===== src/rtl/matmul_seq_ctrl.sv =====
// rtl/matmul_seq_ctrl.sv - job sequencer for a BRAM-backed matrix-multiply datapath
// Define MATMUL_SEQ_CTRL_TIMEOUT_EN to add the COMPUTE watchdog, err flag and ABORT state.
module matmul_seq_ctrl #(
  parameter int ROWS    = 16,
  parameter int AWIDTH  = 7,
  parameter int RWIDTH  = 256,
  parameter int TIMEOUT = 1024
) (
  input  logic              clk,
  input  logic              resetn,
  input  logic              job_start,
  output logic              busy,
  output logic              job_done,
  output logic              err,
  input  logic              in_valid,
  output logic              in_ready,
  input  logic [RWIDTH-1:0] in_data,
  output logic              out_valid,
  input  logic              out_ready,
  output logic [RWIDTH-1:0] out_data,
  output logic              out_last,
  output logic              enable_writing_to_mem,
  output logic              enable_reading_from_mem,
  output logic              we_a,
  output logic              we_b,
  output logic              we_c,
  output logic              start_mat_mul,
  output logic [AWIDTH-1:0] addr_pi,
  output logic [RWIDTH-1:0] data_pi,
  input  logic              done_mat_mul,
  input  logic [RWIDTH-1:0] data_from_out_mat
);

  localparam int            CW       = (ROWS > 1) ? $clog2(ROWS) : 1;
  localparam logic [CW-1:0] LAST_ROW = CW'(ROWS - 1);

`ifdef MATMUL_SEQ_CTRL_TIMEOUT_EN
  typedef enum logic [2:0] {
    S_IDLE, S_LOAD_A, S_LOAD_B, S_FLUSH, S_COMPUTE, S_DRAIN, S_ABORT
  } state_t;
`else
  typedef enum logic [2:0] {
    S_IDLE, S_LOAD_A, S_LOAD_B, S_FLUSH, S_COMPUTE, S_DRAIN
  } state_t;
`endif

  state_t              r_state;
  state_t              w_next;
  logic [CW-1:0]       r_row;
  logic                r_flush;
  logic                r_wv1;
  logic                r_wv2;
  logic                r_wb1;
  logic                r_wb2;
  logic [RWIDTH-1:0]   r_wd1;
  logic [RWIDTH-1:0]   r_wd2;
  logic [2:0]          r_rd_pipe;
  logic                r_out_vld;
  logic [RWIDTH-1:0]   r_out_data;
  logic                r_done;
  logic                w_in_hs;
  logic                w_out_hs;
  logic                w_issue;
  logic                w_row_last;
  logic                w_wr_win;
  logic                w_abort;

  assign w_row_last = (r_row == LAST_ROW);
  assign w_in_hs    = in_valid & in_ready;
  assign w_out_hs   = r_out_vld & out_ready & (r_state == S_DRAIN);

  always_ff @(posedge clk) begin
    if (!resetn) r_state <= S_IDLE;
    else         r_state <= w_next;
  end

  always_comb begin
    w_next = r_state;
    case (r_state)
      S_IDLE:    if (job_start) w_next = S_LOAD_A;
      S_LOAD_A:  if (w_in_hs && w_row_last) w_next = S_LOAD_B;
      S_LOAD_B:  if (w_in_hs && w_row_last) w_next = S_FLUSH;
      S_FLUSH:   if (r_flush) w_next = S_COMPUTE;
      S_COMPUTE: begin
        if (done_mat_mul) w_next = S_DRAIN;
`ifdef MATMUL_SEQ_CTRL_TIMEOUT_EN
        else if (w_abort) w_next = S_ABORT;
`endif
      end
      S_DRAIN:   if (w_out_hs && w_row_last) w_next = S_IDLE;
`ifdef MATMUL_SEQ_CTRL_TIMEOUT_EN
      S_ABORT:   w_next = S_IDLE;
`endif
      default:   w_next = S_IDLE;
    endcase
  end

  // Reads are strictly one at a time: issue only when nothing is in flight or held.
  always_comb begin
    busy                    = (r_state != S_IDLE);
    in_ready                = 1'b0;
    enable_writing_to_mem   = 1'b0;
    enable_reading_from_mem = 1'b0;
    start_mat_mul           = 1'b0;
    we_c                    = 1'b0;
    addr_pi                 = '0;
    w_issue                 = 1'b0;
    w_wr_win                = 1'b0;
    case (r_state)
      S_LOAD_A, S_LOAD_B: begin
        in_ready              = 1'b1;
        enable_writing_to_mem = 1'b1;
        w_wr_win              = 1'b1;
        if (in_valid) addr_pi = AWIDTH'(r_row);
      end
      S_FLUSH: begin
        enable_writing_to_mem = 1'b1;
        w_wr_win              = 1'b1;
      end
      S_COMPUTE: begin
        start_mat_mul = 1'b1;
        we_c          = 1'b1;
      end
      S_DRAIN: begin
        enable_reading_from_mem = 1'b1;
        w_issue                 = ~r_out_vld & ~(|r_rd_pipe);
        if (w_issue) addr_pi    = AWIDTH'(r_row);
      end
      default: ;
    endcase
    we_a = r_wv2 & ~r_wb2 & w_wr_win;
    we_b = r_wv2 &  r_wb2 & w_wr_win;
  end

  always_ff @(posedge clk) begin
    if (!resetn) begin
      r_row      <= '0;
      r_flush    <= 1'b0;
      r_wv1      <= 1'b0;
      r_wv2      <= 1'b0;
      r_wb1      <= 1'b0;
      r_wb2      <= 1'b0;
      r_wd1      <= '0;
      r_wd2      <= '0;
      r_rd_pipe  <= '0;
      r_out_vld  <= 1'b0;
      r_out_data <= '0;
      r_done     <= 1'b0;
    end else begin
      // Two-stage write pipeline mirrors the datapath address registers.
      r_wv1 <= w_in_hs;
      r_wb1 <= (r_state == S_LOAD_B);
      if (w_in_hs) r_wd1 <= in_data;
      r_wv2 <= r_wv1;
      r_wb2 <= r_wb1;
      if (r_wv1) r_wd2 <= r_wd1;

      r_flush   <= (r_state == S_FLUSH) && !r_flush;
      r_rd_pipe <= {r_rd_pipe[1:0], w_issue};
      r_done    <= (w_out_hs && w_row_last) || w_abort;

      if (r_rd_pipe[2]) begin
        r_out_vld  <= 1'b1;
        r_out_data <= data_from_out_mat;
      end else if (w_out_hs) begin
        r_out_vld  <= 1'b0;
      end

      if (r_state == S_IDLE && job_start) r_row <= '0;
      else if (w_in_hs || w_out_hs)      r_row <= w_row_last ? '0 : r_row + 1'b1;
    end
  end

`ifdef MATMUL_SEQ_CTRL_TIMEOUT_EN
  localparam int TW = $clog2(TIMEOUT + 1);
  logic [TW-1:0] r_tmo;
  logic          r_err;

  always_ff @(posedge clk) begin
    if (!resetn) begin
      r_tmo <= '0;
      r_err <= 1'b0;
    end else begin
      if (r_state == S_COMPUTE) r_tmo <= r_tmo + 1'b1;
      else                      r_tmo <= '0;
      if (r_state == S_IDLE && job_start) r_err <= 1'b0;
      else if (w_abort)                   r_err <= 1'b1;
    end
  end

  assign w_abort = (r_state == S_COMPUTE) && !done_mat_mul && (r_tmo == TW'(TIMEOUT - 1));
  assign err     = r_err;
`else
  logic w_unused_timeout;
  assign w_unused_timeout = (TIMEOUT == 0);
  assign w_abort          = 1'b0;
  assign err              = 1'b0;
`endif

  assign out_valid = r_out_vld;
  assign out_data  = r_out_data;
  assign out_last  = r_out_vld & w_row_last;
  assign data_pi   = r_wd2;
  assign job_done  = r_done;

endmodule


===== config.mk =====
export PLATFORM = sky130hd
export DESIGN_NAME = matmul_seq_ctrl
export DESIGN_NICKNAME = d
export VERILOG_FILES = /design/src/rtl/matmul_seq_ctrl.sv
export SDC_FILE = /design/constraint.sdc
export NUM_CORES = 2
export LEC_CHECK = 0
export ABC_AREA = 0
export ABC_CLOCK_PERIOD_IN_PS = 2100
export BUFFER_PORTS_ARGS = -buffer_cell sky130_fd_sc_hd__clkbuf_2
export CAP_MARGIN = 10
export CORE_AREA = 2 2 413 415
export DETAILED_ROUTE_END_ITERATION = 10
export DIE_AREA = 0 0 415 417
export MAX_ROUTING_LAYER = met4
export PLACE_DENSITY_LB_ADDON = 0.15
export SETUP_SLACK_MARGIN = 0.05
export SYNTH_ARGS = -nofsm -noshare
export SYNTH_HDL_FRONTEND = slang
export SYNTH_SLANG_ARGS = --single-unit

===== constraint.sdc =====
create_clock -name clk -period 2.1 [get_ports clk]
set_input_delay 0.105 -clock clk [delete_from_list [all_inputs] [get_ports clk]]
set_output_delay 0.105 -clock clk [all_outputs]
set_load 0.02 [all_outputs]

==> metrics <==
Worst Path Buf+Inv=2; Core Area=0.1685 mm^2; area leader, netlist=dfxtp_1; cells along the critical path=nor4_2 > buf_4 > a21oi_4 > nor2b_2 > clkbuf_8; Hold Crit Depth=4; Post-route DRC=0; clock period minus worst slack=around 2.0 ns; number of vias per cell=3.713; 1st-pass router iterations=5; Lkg Pwr=17.77 nW; post-DP HPWL=approximately 85 mm; Finished Layout Cells=approximately 6,700; Mean Syn Cell Area=between 10 and 15 um^2; #FFs+latches synth=between 700 and 800; Synth top area share=0.5355; Yosys warning count=0; final hold slack=around 0.17 ns; distinct cell type count after synthesis=between 40 and 50; Synth async-reset ratio=0; DRT iter0 DRCs=a little over 900; GR Util met2=0.2354; H-tree Lvls=3; met3 GRT Util=0.03368; Synth Flop Type=dfxtp_1; Starting Density=0.1741; CP startpoint kind=register; num rows=about 150; via count=roughly 25,000; maximum vdd drop=~0.6 mV; Final setup viols=0; chip width=roughly 420 um; Clock Skew=approximately 0.027 ns; CTS tree=built; total clock sinks=a little under 800; worst path required time=2.00 ns; P per Cell Area=between 900 and 1000 mW/mm^2; Slew Limit Fails=0; Max transition margin=0.6150; slowest cell on the critical path=dfxtp_2; initial antenna violation count=21; pre-CTS setup slack=about 0.2 ns; Ports=1,049; WL/cell=around 17 um; Post-Syn Area=approximately 0.03 mm^2; Placed Area=between 0.03 and 0.04 mm^2; Area growth syn-to-layout=56.86%; Worst-Skew Late Latency=0.71 ns; GR met1 Demand/Resource=0.1389; Layout Nets=4,920; register area share after synthesis=0.5355; largest net degree at the start of global routing=116; total CTS buffers=between 90 and 100; synth top area cells=dfxtp_1 (54%), mux2i_1 (18%), nor2b_1 (11%), nand2_1 (6.6%), a21boi_1 (6.1%); aggregate global-route resource usage=0.1330; DRT antenna net count=0; Max Fclk=just under 0.5 GHz; DIE AREA=approximately 0.17 mm^2; layout cells sized above 1=0.2918; RSZ-0062 raised after global routing=yes; Worst path max stage delay=0.32 ns; # Max-Cap Violations=0; Crit. End Element=primary output; placed instance count=between 5,000 and 6,000; Final Hold Viols=0; WS Path Type=register to primary output; CTS root buffer=clkbuf_16; Largest delay share family, worst path=simple AND/OR/NAND/NOR gates; Post-synth EDFFs=0; Placer Congestion=between 0.7 and 0.8; Mapped Cells=~2,900; I/O Buffers=between 1,000 and 1,500; GR Overflow Total=0; setup ws final=about 0.089 ns; Clock Pin Slew Worst Setup and Hold Paths=0.06 ns; setup TNS=0 ns; Arrival @ worst endpoint=around 1.9 ns; Worst-Margin Slew=between 0.5 and 0.6 ns; WP depth=5; first-pass GRT wire length=168.9 mm; vias in the first global route=approximately 26,000; peak fanout along the critical path=4; DIE HEIGHT=~420 um; Final Cell Area=~0.046 mm^2; worst r2r path cells=11; most used routing layer=met2; CTS max path bufs=3; status=completed; Final period util=0.9577; HP Class=primary input to register; Post-Route WL=between 100 and 150 mm
## path summary, 6_finish.rpt
path | from | to | slack (ns)
worst min-delay path | in_data[184] | r_wd1[184]$_SDFFE_PN0P_ | 0.17
worst max register to register | r_state[0]$_SDFFE_PN0P_ | r_row[2]$_SDFFE_PP0P_ | 0.12
worst min register to register | r_wb1$_SDFF_PN0_ | r_wb2$_SDFF_PN0_ | 0.45
worst max-delay path | r_rd_pipe[0]$_SDFF_PN0_ | addr_pi[1] | 0.09
## area by class of cell
| class | count | area [um^2] |
|---|---|---|
| clock buffer | 146 | 2945 |
| sequential | 785 | 15740 |
| tap | 2218 | 2775 |
| clock inverter | 29 | 315.3 |
| timing repair buffer | 1641 | 11430 |
| inverter | 7 | 28.78 |
| fill | 18160 | 122500 |
| antenna | 19 | 47.55 |
| multi-input combinational | 1868 | 12750 |
## cell usage after synthesis, drive strengths merged, types with 3 or more instances
library cell and n:
a21boi 258, a21oi 4, and2 6, and3 3, buf 112, clkbuf 98, dfxtp 785, inv 7
mux2i 514, nand2 518, nor2 10, nor2b 518, nor3 3, o21ai 3
## worst reg2reg max path, stage by stage (launching register included)
cell and delay (ns):
dfxtp_4 0.38, buf_6 0.13, nand3b_1 0.11, buf_4 0.15, buf_4 0.12, buf_4 0.12
buf_4 0.12, buf_4 0.13, o32ai_4 0.17, buf_6 0.16, a211oi_1 0.06, a31o_2 0.22
## layout by cell type (no fill, tap or decap), drive strengths merged, types with 3 or more instances in the layout
cell and n:
a21oi 4, clkbuf 1183, mux2i 514, and2 6, dlygate4sd3 518, nand2 518
clkinv 21, o21ai 3, conb 4, diode 19, inv 9, a21boi 258
buf 86, and3 3, bufinv 6, nor2 10, dfxtp 785, nor2b 518
nor3 3
## per-layer routing
layer	part of all wire	wire length, um	vias to the layer above
li1	-	-	12510
met1	0.39	45060	11540
met2	0.52	59890	675
met3	0.051	5905	191
met4	0.045	5211	0
met5	0	0	-
## cells by family (layout without fill, tap and decap cells)
| group | Yosys count | after routing | synth area share |
|---|---|---|---|
| compound gates | 278 | 278 | 0.07103 |
| flops | 785 | 785 | 0.5355 |
| fa+ha+maj | 1 | 1 | 0.0004263 |
| buf+inv | 217 | 1823 | 0.03364 |
| mux | 514 | 514 | 0.1753 |
| simple gates | 1070 | 1070 | 0.1834 |
| xor+xnor | 1 | 1 | 0.0005544 |
| other cells | 1 | 23 | 0.0001278 |
## flip-flops by register name, summed over array words and instances (netlist names)
signal,count
r_state,3
out_data,256
out_valid,1
r_wd1,256
r_wb1,1
r_wb2,1
r_rd_pipe,3
r_row,4
data_pi,256
r_wv2,1
r_flush,1
job_done,1
r_wv1,1
## timing repair
| item | in CTS | in global routing |
|---|---|---|
| resized for setup | 39 | 14 |
| endpoints found under the setup margin | 13 | 10 |
| endpoints found under the hold margin | 546 | 0 |
| setup buffers | 11 | 5 |
| pin swaps | 5 | 4 |
| hold buffers | 518 | 0 |
| cloned | 0 | 0 |
## where the power goes
part	switching (mW)	leakage (nW)	internal, mW	total [mW]
logic	4.50	9.79	3.59	8.09
clock network	6.87	1.63	10.4	17.2
registers	0.763	6.35	16.3	17.0
## metrics by stage
stage | utilization | power [mW]
floorplan | - | 21.70
global placement | 0.2210 | 24.54
detailed placement | 0.2210 | 24.61
CTS | 0.2725 | 43.28
global route | 0.2731 | 44.64
finish | 0.2731 | 42.34
Power figures use the tool's default switching activity.
